File: src/rtl/id_hazard_ctrl_if.sv
// Bus bundle for id_hazard_ctrl: ID/EX hazard inputs, pipeline control outputs
// and performance counters. The master drives the pipeline side, the slave is the controller.
interface id_hazard_ctrl_if #(
    parameter int CNT_W = 32
);
    logic             id_valid;
    logic [4:0]       id_rs1_addr;
    logic [4:0]       id_rs2_addr;
    logic             id_uses_rs1;
    logic             id_uses_rs2;
    logic             id_ecall;
    logic             ex_valid;
    logic             ex_mem_read;
    logic [4:0]       ex_rd_addr;
    logic             ex_redirect;
    logic             resume;

    logic             stall_if;
    logic             stall_id;
    logic             flush_if_id;
    logic             bubble_ex;
    logic             halted;
    logic [CNT_W-1:0] lu_stall_cnt;
    logic [CNT_W-1:0] flush_cnt;

    modport master (
        output id_valid, id_rs1_addr, id_rs2_addr, id_uses_rs1, id_uses_rs2,
               id_ecall, ex_valid, ex_mem_read, ex_rd_addr, ex_redirect, resume,
        input  stall_if, stall_id, flush_if_id, bubble_ex, halted,
               lu_stall_cnt, flush_cnt
    );

    modport slave (
        input  id_valid, id_rs1_addr, id_rs2_addr, id_uses_rs1, id_uses_rs2,
               id_ecall, ex_valid, ex_mem_read, ex_rd_addr, ex_redirect, resume,
        output stall_if, stall_id, flush_if_id, bubble_ex, halted,
               lu_stall_cnt, flush_cnt
    );
endinterface

File: src/rtl/id_hazard_ctrl.sv
// ID-stage hazard controller: load-use stalls, redirect flushes and ecall drain/halt/resume.
// Optional saturating performance counters are built when HAZARD_PERF_CNT_EN is defined.
module id_hazard_ctrl #(
    parameter int DRAIN_CYCLES = 3,
    parameter int CNT_W        = 32
) (
    input  logic               clk,
    input  logic               rst,
    id_hazard_ctrl_if.slave    bus
);

    localparam int DW = (DRAIN_CYCLES > 1) ? $clog2(DRAIN_CYCLES) : 1;
    localparam logic [DW-1:0] DRAIN_LOAD = DW'(DRAIN_CYCLES - 1);

    typedef enum logic [1:0] {
        RUN   = 2'd0,
        DRAIN = 2'd1,
        HALT  = 2'd2
    } state_t;

    state_t        state_r;
    state_t        state_nxt_s;
    logic [DW-1:0] drain_cnt_r;
    logic [DW-1:0] drain_cnt_nxt_s;
    logic          lu_s;

    logic          stall_if_s;
    logic          stall_id_s;
    logic          flush_if_id_s;
    logic          bubble_ex_s;
    logic          halted_s;

    // Load-use hazard: EX load writes a nonzero register that ID reads this cycle.
    always_comb begin
        lu_s = bus.id_valid & bus.ex_valid & bus.ex_mem_read &
               (bus.ex_rd_addr != 5'd0) &
               ((bus.id_uses_rs1 & (bus.id_rs1_addr == bus.ex_rd_addr)) |
                (bus.id_uses_rs2 & (bus.id_rs2_addr == bus.ex_rd_addr)));
    end

    // State and drain counter register.
    always_ff @(posedge clk) begin
        if (rst) begin
            state_r     <= RUN;
            drain_cnt_r <= {DW{1'b0}};
        end else begin
            state_r     <= state_nxt_s;
            drain_cnt_r <= drain_cnt_nxt_s;
        end
    end

    // Next-state and pipeline-control decode; reset forces every control output low.
    always_comb begin
        state_nxt_s     = state_r;
        drain_cnt_nxt_s = drain_cnt_r;
        stall_if_s      = 1'b0;
        stall_id_s      = 1'b0;
        flush_if_id_s   = 1'b0;
        bubble_ex_s     = 1'b0;
        halted_s        = 1'b0;

        if (rst) begin
            state_nxt_s     = RUN;
            drain_cnt_nxt_s = {DW{1'b0}};
        end else begin
            case (state_r)
                RUN: begin
                    if (bus.ex_redirect) begin
                        flush_if_id_s = 1'b1;
                        bubble_ex_s   = 1'b1;
                    end else if (lu_s) begin
                        stall_if_s  = 1'b1;
                        stall_id_s  = 1'b1;
                        bubble_ex_s = 1'b1;
                    end else if (bus.id_valid && bus.id_ecall) begin
                        stall_if_s      = 1'b1;
                        stall_id_s      = 1'b1;
                        bubble_ex_s     = 1'b1;
                        drain_cnt_nxt_s = DRAIN_LOAD;
                        state_nxt_s     = DRAIN;
                    end else begin
                        state_nxt_s = RUN;
                    end
                end
                DRAIN: begin
                    stall_if_s  = 1'b1;
                    stall_id_s  = 1'b1;
                    bubble_ex_s = 1'b1;
                    if (drain_cnt_r == {DW{1'b0}}) begin
                        state_nxt_s = HALT;
                    end else begin
                        drain_cnt_nxt_s = drain_cnt_r - DW'(1);
                    end
                end
                HALT: begin
                    halted_s = 1'b1;
                    // Resume discards the ecall held in ID so the PC moves past it.
                    if (bus.resume) begin
                        flush_if_id_s = 1'b1;
                        bubble_ex_s   = 1'b1;
                        state_nxt_s   = RUN;
                    end else begin
                        stall_if_s  = 1'b1;
                        stall_id_s  = 1'b1;
                        bubble_ex_s = 1'b1;
                    end
                end
                default: begin
                    state_nxt_s     = RUN;
                    drain_cnt_nxt_s = {DW{1'b0}};
                end
            endcase
        end
    end

    assign bus.stall_if    = stall_if_s;
    assign bus.stall_id    = stall_id_s;
    assign bus.flush_if_id = flush_if_id_s;
    assign bus.bubble_ex   = bubble_ex_s;
    assign bus.halted      = halted_s;

`ifdef HAZARD_PERF_CNT_EN
    logic [CNT_W-1:0] lu_cnt_r;
    logic [CNT_W-1:0] flush_cnt_r;
    logic             lu_evt_s;
    logic             flush_evt_s;

    function automatic logic [CNT_W-1:0] sat_inc(input logic [CNT_W-1:0] v);
        sat_inc = (&v) ? v : (v + CNT_W'(1));
    endfunction

    assign lu_evt_s    = (state_r == RUN) & ~bus.ex_redirect & lu_s;
    assign flush_evt_s = ((state_r == RUN) & bus.ex_redirect) |
                         ((state_r == HALT) & bus.resume);

    // Saturating event counters.
    always_ff @(posedge clk) begin
        if (rst) begin
            lu_cnt_r    <= {CNT_W{1'b0}};
            flush_cnt_r <= {CNT_W{1'b0}};
        end else begin
            if (lu_evt_s) begin
                lu_cnt_r <= sat_inc(lu_cnt_r);
            end
            if (flush_evt_s) begin
                flush_cnt_r <= sat_inc(flush_cnt_r);
            end
        end
    end

    assign bus.lu_stall_cnt = lu_cnt_r;
    assign bus.flush_cnt    = flush_cnt_r;
`else
    assign bus.lu_stall_cnt = {CNT_W{1'b0}};
    assign bus.flush_cnt    = {CNT_W{1'b0}};
`endif

endmodule

File: src/flat_wrapper.sv
// flat-port wrapper written by rule: the top's interface ports become plain ports
module id_hazard_ctrl_flat 
#(
    parameter int DRAIN_CYCLES = 3,
    parameter int CNT_W        = 32
)
  (clk, rst, bus_id_valid, bus_id_rs1_addr, bus_id_rs2_addr, bus_id_uses_rs1, bus_id_uses_rs2, bus_id_ecall, bus_ex_valid, bus_ex_mem_read, bus_ex_rd_addr, bus_ex_redirect, bus_resume, bus_stall_if, bus_stall_id, bus_flush_if_id, bus_bubble_ex, bus_halted, bus_lu_stall_cnt, bus_flush_cnt);
  id_hazard_ctrl_if #(.CNT_W(CNT_W)) bus_i ();
  input  logic clk;
  input  logic rst;
  input wire logic [$bits(bus_i.id_valid)-1:0] bus_id_valid;
  input wire logic [$bits(bus_i.id_rs1_addr)-1:0] bus_id_rs1_addr;
  input wire logic [$bits(bus_i.id_rs2_addr)-1:0] bus_id_rs2_addr;
  input wire logic [$bits(bus_i.id_uses_rs1)-1:0] bus_id_uses_rs1;
  input wire logic [$bits(bus_i.id_uses_rs2)-1:0] bus_id_uses_rs2;
  input wire logic [$bits(bus_i.id_ecall)-1:0] bus_id_ecall;
  input wire logic [$bits(bus_i.ex_valid)-1:0] bus_ex_valid;
  input wire logic [$bits(bus_i.ex_mem_read)-1:0] bus_ex_mem_read;
  input wire logic [$bits(bus_i.ex_rd_addr)-1:0] bus_ex_rd_addr;
  input wire logic [$bits(bus_i.ex_redirect)-1:0] bus_ex_redirect;
  input wire logic [$bits(bus_i.resume)-1:0] bus_resume;
  output wire logic [$bits(bus_i.stall_if)-1:0] bus_stall_if;
  output wire logic [$bits(bus_i.stall_id)-1:0] bus_stall_id;
  output wire logic [$bits(bus_i.flush_if_id)-1:0] bus_flush_if_id;
  output wire logic [$bits(bus_i.bubble_ex)-1:0] bus_bubble_ex;
  output wire logic [$bits(bus_i.halted)-1:0] bus_halted;
  output wire logic [$bits(bus_i.lu_stall_cnt)-1:0] bus_lu_stall_cnt;
  output wire logic [$bits(bus_i.flush_cnt)-1:0] bus_flush_cnt;
  assign bus_i.id_valid = bus_id_valid;
  assign bus_i.id_rs1_addr = bus_id_rs1_addr;
  assign bus_i.id_rs2_addr = bus_id_rs2_addr;
  assign bus_i.id_uses_rs1 = bus_id_uses_rs1;
  assign bus_i.id_uses_rs2 = bus_id_uses_rs2;
  assign bus_i.id_ecall = bus_id_ecall;
  assign bus_i.ex_valid = bus_ex_valid;
  assign bus_i.ex_mem_read = bus_ex_mem_read;
  assign bus_i.ex_rd_addr = bus_ex_rd_addr;
  assign bus_i.ex_redirect = bus_ex_redirect;
  assign bus_i.resume = bus_resume;
  assign bus_stall_if = bus_i.stall_if;
  assign bus_stall_id = bus_i.stall_id;
  assign bus_flush_if_id = bus_i.flush_if_id;
  assign bus_bubble_ex = bus_i.bubble_ex;
  assign bus_halted = bus_i.halted;
  assign bus_lu_stall_cnt = bus_i.lu_stall_cnt;
  assign bus_flush_cnt = bus_i.flush_cnt;
  id_hazard_ctrl #(.DRAIN_CYCLES(DRAIN_CYCLES), .CNT_W(CNT_W)) u_core (.clk(clk), .rst(rst), .bus(bus_i));
endmodule
File: config.mk
export PLATFORM = sky130hd
export DESIGN_NAME = id_hazard_ctrl_flat
export DESIGN_NICKNAME = d
export VERILOG_FILES = /design/src/rtl/id_hazard_ctrl_if.sv /design/src/rtl/id_hazard_ctrl.sv /design/src/flat_wrapper.sv
export SDC_FILE = /design/constraint.sdc
export NUM_CORES = 1
export LEC_CHECK = 0
export BUFFER_PORTS_ARGS = -buffer_cell sky130_fd_sc_hd__clkbuf_2
export CORE_MARGIN = 4
export CORE_UTILIZATION = 33
export DETAILED_ROUTE_END_ITERATION = 8
export GPL_TIMING_DRIVEN = 0
export PLACE_DENSITY = 0.77
export SYNTH_ARGS = -nofsm -noshare
export SYNTH_HDL_FRONTEND = slang
export SYNTH_SLANG_ARGS = --single-unit
File: constraint.sdc
create_clock -name clk -period 1.6 [get_ports clk]
set_clock_uncertainty 0.15 [all_clocks]
set_input_delay 0 -clock clk [delete_from_list [all_inputs] [get_ports clk]]
set_output_delay 0 -clock clk [all_outputs]
set_load 0.01 [all_outputs]
Word level (Yosys, flattened, before mapping)
Cells that the tools add are included.
{"block": "word_totals", "output_inout_bits": 69, "ramBits": 0, "rom_bits": 0, "word_cells": 54, "reg_bits": 4, "n_memories": 0, "inputBits": 25, "latchBits": 0}
{"block": "op_classes", "div": 0, "n_mul": 0, "order_cmp": 0, "eq_ne": 10, "addsub": 1, "muxes": 26, "shifts": 0, "n_bitwise": 8, "reduce_logical": 7}
{"op": "2-bit 2-to-1 mux", "count": 8}
{"op": "1-bit 2-to-1 mux", "count": 13}
{"op": "2-bit one-hot mux with 3 select lines", "count": 2}
{"op": "5-bit == test", "count": 2}
{"op": "2-bit != test (second input constant)", "count": 4}
{"op": "1-bit bitwise AND", "count": 6}
{"op": "5-bit AND reduction", "count": 1}
{"op": "5-bit nonzero test", "count": 1}
{"op": "2-bit zero test", "count": 2}
{"op": "2-bit by 1-bit != test with 1-bit output (second input constant)", "count": 2}
{"op": "1-bit one-hot mux with 2 select lines", "count": 2}
{"op": "4-bit AND reduction", "count": 1}
{"op": "1-bit one-hot mux with 3 select lines", "count": 1}
{"op": "2-bit by 1-bit == test with 1-bit output (second input constant)", "count": 1}
{"op": "2-bit == test (second input constant)", "count": 1}
{"op": "2-bit OR reduction", "count": 1}
{"op": "2-bit by 1-bit subtractor with 2-bit output (second input constant)", "count": 1}
{"op": "1-bit logical AND", "count": 1}
{"op": "1-bit inverter", "count": 1}
{"op": "1-bit OR", "count": 1}

Depth between registers and ports, before layout
Gate-level depths: netlist (run 1).
{"block": "logic_depth", "depth_word": 8, "mapped_depth": 7, "depth_no_buf": 7}

Worst setup path after synthesis (run 1)
OpenSTA, ideal clock, no wires.
{"block": "synth_path", "path_type": "flip-flop to output port", "from": "register u_core.state_r[0]", "to": "output port bus_stall_if", "t_arrival_ns": 1.568, "stages_incl_launch_ff": 8, "path_slack_ns": -0.118, "required_ns": 1.450, "path_buffers": 1, "path_cell_list": "dfxtp_1 -> inv_1 -> ha_1 -> inv_1 -> nor2_1 -> o21ai_0 -> a211oi_1 -> buf_4"}
{"block": "synth_between", "elab_chain_cells": 3, "word_cells_on_any_way": 5, "classes_between": "eq/ne: 2; mux: 2; reduce/logical: 1"}
{"item": "start: declaration", "line_no": "id_hazard_ctrl.sv:21", "source": "state_t state_r;"}
{"item": "start signal: assignment", "line_no": "id_hazard_ctrl.sv:47", "source": "state_r <= state_nxt_s;"}
{"item": "2-bit == test (tied with other cells)"}
{"item": "1-bit one-hot mux with 3 select lines (*)"}
{"item": "1-bit 2-to-1 mux (*)"}
{"item": "end: declaration", "line_no": "flat_wrapper.sv:22", "source": "output wire logic [$bits(bus_i.stall_if)-1:0] bus_stall_if;"}
Mark *: on every way between the ends. The rest lies on a longest branch, timed or not.

Worst setup path after layout (run 1)
{"block": "layout_path", "from": "register u_core.state_r[1]", "to": "output port bus_bubble_ex"}
{"block": "layout_between", "elab_chain_cells": 4, "word_cells_on_any_way": 6, "classes_between": "eq/ne: 2; mux: 2; reduce/logical: 2"}
{"item": "2-bit by 1-bit == test with 1-bit output or 2-bit == test (tied branches)", "line_no": "id_hazard_ctrl.sv:66", "source": "case (state_r)"}
{"item": "2-bit OR reduction (no source line)"}
{"item": "1-bit one-hot mux with 2 select lines (*)", "line_no": "id_hazard_ctrl.sv:66"}
{"item": "1-bit 2-to-1 mux (*)", "line_no": "id_hazard_ctrl.sv:62", "source": "if (rst) begin"}
{"item": "end: declaration", "line_no": "flat_wrapper.sv:25", "source": "output wire logic [$bits(bus_i.bubble_ex)-1:0] bus_bubble_ex;"}
Marks and branches as above.

==> results of run 1 <==
## cell families (layout without fill, tap and decap cells)
family,Yosys count,after routing,share of synthesized area [%]
xor+xnor,10,10,8.72
compound gates,16,16,11.5
other cells,1,64,0.373
buf+inv,72,109,51.2
flops,4,4,7.97
mux,1,1,0.996
fa+ha+maj,5,5,6.23
simple gates,26,26,13.1
## what timing repair did
action,in CTS,in global routing
endpoints found under the hold margin,1,0
gates resized for setup,17,13
setup buffers,3,2
pin swaps,4,6
hold buffers,1,0
setup endpoints to repair,5,5
## placed cells by master (no fill, tap or decap), types with 2 or more instances in the layout
master | synthesis | layout
buf_4 | 65 | 68
conb_1 | 1 | 64
clkbuf_2 | 0 | 26
xnor2_1 | 10 | 10
nand2_1 | 8 | 8
inv_1 | 7 | 4
inv_4 | 0 | 3
nor2_1 | 4 | 3
nand3_1 | 3 | 3
a21oi_1 | 4 | 3
clkbuf_4 | 0 | 3
buf_2 | 0 | 3
nand4_1 | 2 | 2
nor4_2 | 0 | 2
o21a_1 | 2 | 2
ha_1 | 5 | 2
ha_4 | 0 | 2
dfxtp_1 | 4 | 2
dfxtp_4 | 0 | 2
## stage by stage
| step | instance area, um^2 | hold WS (ps) | cells | utilization (%) | TNS [ps] |
|---|---|---|---|---|---|
| 3_5_place_dp | 1430 | 144 | 258 | 50.7 | -446 |
| 4_1_cts | 1540 | 55.3 | 264 | 54.3 | 0 |
| 2_1_floorplan | 1250 | -112 | 198 | - | -2.57 |
| 6_report | 1590 | 92.0 | 266 | 56.1 | 0 |
| 3_3_place_gp | 1430 | 142 | 258 | 50.7 | -354 |
| 5_1_grt | 1590 | 100 | 266 | 56.1 | -192 |
## final timing paths
check / from / endpoint / slack, ps / cells after the start
worst min register to register: u_core.drain_cnt_r[0] / u_core.drain_cnt_r[0] / 310 / 2
worst max register to register: u_core.state_r[0] / u_core.state_r[1] / 40 / 8
worst min-delay path: bus_ex_redirect / u_core.state_r[0] / 90 / 4
worst max-delay path: u_core.state_r[1] / bus_bubble_ex / 40 / 5
## registers in the layout, indices dropped and copies added, names as in the netlist
signal and cells:
u_core.drain_cnt_r 2, u_core.state_r 2
## metal layers
| metal | share of wire (%) | wire (um) | track usage (%) | up-vias |
|---|---|---|---|---|
| met5 | 0 | 0 | 0 | - |
| met4 | 1.1 | 27 | 4.31 | 0 |
| met3 | 9.8 | 244 | 2.13 | 2 |
| met2 | 57 | 1420 | 21.3 | 60 |
| met1 | 32 | 791 | 11.5 | 393 |
| li1 | - | - | - | 515 |
## critical path: stages, from the launching register on
cell and delay, ps:
dfxtp_4 380, inv_4 50, ha_4 220, nor4_2 320
nor4_2 70, buf_2 150
## report_power, final
part	switching [mW]	internal [mW]	total, mW
Combinational	0.207	0.222	0.430
Sequential	0.00932	0.108	0.117
Clock	0.0359	0.0835	0.119
## layout make-up
cell class              count  share of cell area (%)
multi-input cells         122                    45.9
plain buffers              64                    30.3
repair buffers             35                    12.4
flip-flops and latches      4                    5.52
well taps                  31                    2.44
inverters                   7                    2.13
clock buffers               3                    1.42
==> impl_metrics.yaml, run 1 <==
floorplan:
  die_h_um: 63.2
  core_um2: 2830
  die_area_um2: 3990
  die_width_um: 63.2
  io_pins: 94
  row_count: 19
  initial_core_util_pct: 35.5
synthesis:
  synth.top_cells.by_count: "65 x buf_4, 10 x xnor2_1, 8 x nand2_1"
  yosysSeqAreaShare_pct: 7.97
  yosysTopAreaCellShare_pct: 48.6
  yosys_warnings: 0
  synth_ff_type: "dfxtp_1"
  synth_cell_type_count: 29
  synth_edf_count: 0
  synth_area_leaders: "buf_4 49%, xnor2_1 8.7%, dfxtp_1 8.0%"
  ys_async_sr_fraction_pct: 0
  synth_area_um2: 1000
  synth_top_area_cell: "buf_4"
  ys_ff_latch: 4
  synth_most_common_cell: "buf_4"
  syn-instance-count: 135
  avgSynthCellArea_um2: 7.44
critical_path:
  start_kind: "flop"
  required_ps: 1450
  critical_path_class: "flop to output port"
  critPathArrivalTime_ps: 1410
  worstSetupEndpointType: "output port"
  path_max_fanout: 4
place:
  port_buffers: 29
  place_ws_ps: -161
  hpwl_um: 2030
  place.gp.congestion: 0.842
sta:
  final-hold-violation-count: 0
  fin_crit_sh_pct: 97.8
  fmax_ghz: 0.639
  finalWorstSetupSlack_ps: 35.6
  rsz0062_at_grt: "true"
  layout_min_cycle_time_ps: 1560
  slew_viol_final: 0
  setup_violations: 0
clock_network:
  cts_sinks: 4
  cts_tree: "built"
  cts_buffers: 3
  cts_root_buf: "clkbuf_4"
  cts_max_level: 1
  clk_pin_slew_worst_paths_ps: 40
  clock_latency_ps: 230
  cts_buffer_depth: 2
global_route:
  track_usage_pct: 11.0
  grt_max_degree: 7
  grt_pass1_wl_um: 3710
  antenna_found_initial: 0
  grt_pass1_vias: 910
  grt_overflow: 0
layout:
  fillers: 281
  regArea_um2: 87.6
  multi_input_area_um2: 728
  areaGrowthSynthToFinish_pct: 58.0
  layout-drive-gt1-share_pct: 50.6
  nNetsFinal: 267
  n_antenna_cell: 0
route:
  route.detailed.vias_per_inst: 3.65
  drt-total-wl_um: 2480
  drt_first_pass_iters: 4
  drt_drc_violations_left: 0
  ant_nets: 0
  avgRoutedWirePerCell_um: 9.32
  drtIter0Drc: 13
  vias: 970
power_and_ir_drop:
  irDropWorstVdd_v: 0.000351
  p_leak_nw: 0.935
  fin_total_pwr_mw: 0.666
  cellPowerDensity_nw_per_um2: 420
flow_run:
  drv_cap: 0
outcome:
  status: "finished clean"
hold_path:
  hold_path_class: "input pin to flop"
Note: power is estimated with default switching activity, not from simulation.
==> inputs of run 2 (changes only) <==
--- a/config.mk
+++ b/config.mk
@@ -7,10 +7,10 @@
 export LEC_CHECK = 0
 export BUFFER_PORTS_ARGS = -buffer_cell sky130_fd_sc_hd__clkbuf_2
 export CORE_MARGIN = 4
-export CORE_UTILIZATION = 33
+export CORE_UTILIZATION = 34
 export DETAILED_ROUTE_END_ITERATION = 8
 export GPL_TIMING_DRIVEN = 0
-export PLACE_DENSITY = 0.77
+export PLACE_DENSITY = 0.79
 export SYNTH_ARGS = -nofsm -noshare
 export SYNTH_HDL_FRONTEND = slang
 export SYNTH_SLANG_ARGS = --single-unit
==> run 2 against run 1 <==
Effect of this change: the run now ends with negative setup slack left; sequential share of layout area fell by 0.081 points; count of clock-buffer cells in the layout did not move; first-iteration DRC count fell by 7.7%; sequential power barely moved.
==> impl_metrics.yaml, run 2 (same netlist as run 1, synthesis figures left out) <==
floorplan:
  row_count: 19
  io_pins: 94
  die_width_um: 62.4
  core_um2: 2780
  initial_core_util_pct: 36.1
  die_h_um: 62.4
  die_area_um2: 3890
sta:
  final-hold-violation-count: 0
  fin_crit_sh_pct: 102
  finalWorstSetupSlack_ps: -32.9
  finalSetupTns_ps: -62.8
  rsz0062_at_grt: "true"
  holdWs_ps: 104
  setup_violations: 2
  fmax_ghz: 0.612
  layout_min_cycle_time_ps: 1630
  slew_viol_final: 0
route:
  drt_first_pass_iters: 4
  route.detailed.vias_per_inst: 3.70
  drt_drc_violations_left: 0
  drtIter0Drc: 12
  ant_nets: 0
  avgRoutedWirePerCell_um: 9.59
  vias: 994
  drt-total-wl_um: 2580
power_and_ir_drop:
  fin_total_pwr_mw: 0.687
  cellPowerDensity_nw_per_um2: 426
  irDropWorstVdd_v: 0.000458
  p_leak_nw: 0.950
clock_network:
  cts_sinks: 4
  cts_buffer_depth: 2
  clock_latency_ps: 230
  cts_max_level: 1
  cts_tree: "built"
  cts_root_buf: "clkbuf_4"
  cts_buffers: 3
  clk_pin_slew_worst_paths_ps: 40
global_route:
  track_usage_pct: 11.6
  antenna_found_initial: 0
  grt_pass1_wl_um: 3810
  grt_overflow: 0
  grt_pass1_vias: 913
  grt_max_degree: 7
critical_path:
  reg2reg_depth: 8
  reg2reg_to: "u_core.state_r[1]"
  critPathArrivalTime_ps: 1480
  worstSetupEndpointType: "output port"
  r2r_start: "u_core.state_r[0]"
  path_max_fanout: 4
  critical_path_class: "flop to output port"
  startpoint: "u_core.state_r[0]"
  start_kind: "flop"
  r2r_slack_ps: -30
  required_ps: 1450
layout:
  final_common_cell: "buf_4"
  areaGrowthSynthToFinish_pct: 60.4
  nNetsFinal: 270
  final_cell_mix: "69 x buf_4, 64 x conb_1, 26 x clkbuf_2"
  layout-drive-gt1-share_pct: 50.8
  n_antenna_cell: 0
  layoutNonFillerInstCount: 269
  final_util_pct: 57.9
  reg_top3: "u_core.drain_cnt_r x2, u_core.state_r x2"
  finalInstanceArea_um2: 1610
place:
  place_ws_ps: -142
  place.gp.congestion: 0.836
  dpl_cell_area_um2: 1430
  dp.cells: 258
  hpwl_um: 2030
  port_buffers: 29
outcome:
  violations: "negative setup slack"
  status: "complete, but fails checks"
hold_path:
  hold_start: "bus_id_ecall"
  min_to: "u_core.drain_cnt_r[0]"
  hold_path_class: "input pin to flop"
  holdPathStages: 5
flow_run:
  drv_cap: 0
[run 2: cell count changes in the layout (fill, tap and decap cells not counted)]
| cell | before | now |
|---|---|---|
| nor4_2 | 2 | 1 |
| buf_4 | 68 | 69 |
| buf_6 | 1 | 3 |
| nor4_1 | 0 | 1 |
[run 2: how the worst max path moves through the flow]
stage,depth (start not counted),end
2_1_floorplan,7,bus_stall_if
3_3_place_gp,8,bus_stall_if
3_5_place_dp,8,bus_stall_if
4_1_cts,5,bus_stall_id
5_1_grt,5,bus_bubble_ex
6_report,5,bus_bubble_ex
[run 2: where the power goes]
group	total (mW)	internal, mW	switching (mW)
combinational	0.448	0.235	0.213
clock	0.121	0.0836	0.0371
sequential	0.118	0.108	0.00974
[run 2: repair_timing]
action                                  in CTS  in global routing
gates resized for setup                     19                 12
pin swaps                                    5                  6
buffers inserted                             7                  2
hold buffers                                 1                  0
hold endpoints to repair                     1                  0
endpoints found under the setup margin       5                  5
[run 2: final cells by class]
class,instances,area (um^2)
multi-input combinational,122,722
fill,266,1170
buffer,64,480
timing repair buffer,38,226
tap,31,38.8
inverter,7,33.8
sequential,4,87.6
clock buffer,3,22.5
[run 2: critical path, cell delays in order, from the launching register on]
cell and delay [ps]:
dfxtp_4 360, inv_4 50, ha_4 230, nor4_1 380
nor4_2 70, buf_2 150
[run 2: layer usage]
metal / share of wire (%) / GRT usage (%) / vias up
li1: - / - / 520
met5: 0 / 0 / -
met3: 11 / 2.88 / 10
met4: 2.8 / 5.57 / 0
met1: 31 / 11.5 / 411
met2: 55 / 22.2 / 53
==> inputs of run 3 (changes only) <==
--- a/config.mk
+++ b/config.mk
@@ -11,6 +11,7 @@
 export DETAILED_ROUTE_END_ITERATION = 8
 export GPL_TIMING_DRIVEN = 0
 export PLACE_DENSITY = 0.79
+export REMOVE_ABC_BUFFERS = 1
 export SYNTH_ARGS = -nofsm -noshare
 export SYNTH_HDL_FRONTEND = slang
 export SYNTH_SLANG_ARGS = --single-unit
==> run 3 against run 2 <==
Effect of this change: largest power group unchanged; sequential share of layout area rose by 2.6 points; the run now ends clean; sequential power about the same; non-clock buffer count down 66; via count is 20% lower; critical endpoint is now bus_stall_id; core utilization shrank 19 points; die area unchanged; setup slack better by 48 ps.
==> impl_metrics.yaml, run 3 (same netlist as run 1, synthesis figures left out) <==
floorplan:
  die_area_um2: 3890
  die_h_um: 62.4
  io_pins: 94
  core_um2: 2780
  initial_core_util_pct: 36.1
  row_count: 19
  die_width_um: 62.4
global_route:
  antenna_found_initial: 0
  grt_pass1_wl_um: 2880
  grt_pass1_vias: 689
  track_usage_pct: 8.70
  grt_max_degree: 7
  grt_overflow: 0
clock_network:
  cts_root_buf: "clkbuf_4"
  cts_buffers: 3
  clk_pin_slew_worst_paths_ps: 40
  clock_latency_ps: 230
  cts_sinks: 4
  cts_tree: "built"
  cts_max_level: 1
  cts_buffer_depth: 2
critical_path:
  critPathArrivalTime_ps: 1440
  reg2reg_to: "u_core.state_r[0]"
  start_kind: "flop"
  r2r_slack_ps: 100
  worstSetupEndpointType: "output port"
  r2r_start: "u_core.state_r[0]"
  path_max_fanout: 3
  reg2reg_depth: 9
  required_ps: 1450
  critical_path_class: "flop to output port"
sta:
  final-hold-violation-count: 0
  rsz0062_at_grt: "true"
  holdWs_ps: 75.0
  slew_viol_final: 0
  setup_violations: 0
  layout_min_cycle_time_ps: 1590
  fmax_ghz: 0.631
  finalSetupTns_ps: 0
  finalWorstSetupSlack_ps: 14.6
  fin_crit_sh_pct: 99.1
layout:
  final_cell_mix: "64 x conb_1, 27 x clkbuf_2, 10 x xnor2_1"
  layout-drive-gt1-share_pct: 31.4
  areaGrowthSynthToFinish_pct: 8.84
  final_common_cell: "conb_1"
  n_antenna_cell: 0
  finalInstanceArea_um2: 1090
  final_util_pct: 39.3
  nNetsFinal: 204
  reg_top3: "u_core.drain_cnt_r x2, u_core.state_r x2"
  layoutNonFillerInstCount: 203
route:
  drtIter0Drc: 15
  ant_nets: 0
  drt_drc_violations_left: 0
  drt_first_pass_iters: 4
  vias: 797
  drt-total-wl_um: 2000
  avgRoutedWirePerCell_um: 9.83
  route.detailed.vias_per_inst: 3.93
flow_run:
  drv_cap: 0
outcome:
  status: "finished clean"
power_and_ir_drop:
  irDropWorstVdd_v: 0.000284
  fin_total_pwr_mw: 0.547
  cellPowerDensity_nw_per_um2: 500
  p_leak_nw: 0.587
place:
  dp.cells: 193
  port_buffers: 29
  place_ws_ps: -263
  hpwl_um: 1650
  dpl_cell_area_um2: 937
  place.gp.congestion: 0.845
hold_path:
  min_to: "u_core.drain_cnt_r[0]"
  holdPathStages: 5
  hold_path_class: "input pin to flop"
  hold_start: "bus_id_ecall"
[run 3: worst max path at each step]
stage,from,endpoint,depth (start not counted)
after detailed placement,u_core.state_r[0],u_core.state_r[1],7
after floorplan,u_core.state_r[0],bus_stall_id,6
after CTS,u_core.state_r[0],bus_stall_if,6
after global routing,u_core.state_r[1],bus_stall_if,7
after global placement,u_core.state_r[0],u_core.state_r[1],7
final,u_core.state_r[0],bus_stall_id,7
[run 3: layer usage]
metal / GRT usage (%) / vias to the layer above / share of wire (%)
met5: 0 / - / 0
met4: 2.39 / 0 / 0.65
met3: 3.60 / 2 / 14
met2: 15.5 / 57 / 51
met1: 9.29 / 352 / 34
li1: - / 386 / -
[run 3: area by class of cell]
class	count	area [um^2]
multi-input combinational	122	713
timing repair buffer	36	200
inverter	7	31.3
sequential	4	87.6
clock buffer	3	22.5
fill	298	1690
tap	31	38.8
[run 3: worst max-delay path, stage by stage, from the launching register on]
cell	delay, ps
dfxtp_4	350
inv_4	70
ha_4	140
inv_2	50
nor2_4	110
o21ai_2	70
a211oi_2	250
buf_2	170
[run 3: where the power goes]
part	internal [mW]	switching, mW
Sequential	0.108	0.00931
Clock	0.0840	0.0426
Combinational	0.122	0.181
Total	0.314	0.233
[run 3: what timing repair did]
item | in CTS | in global routing
resized for setup | 21 | 6
endpoints found under the hold margin | 1 | 0
endpoints found under the setup margin | 5 | 4
gates cloned | 0 | 0
hold buffers | 1 | 0
pin swaps | 4 | 3
buffers inserted | 6 | 0
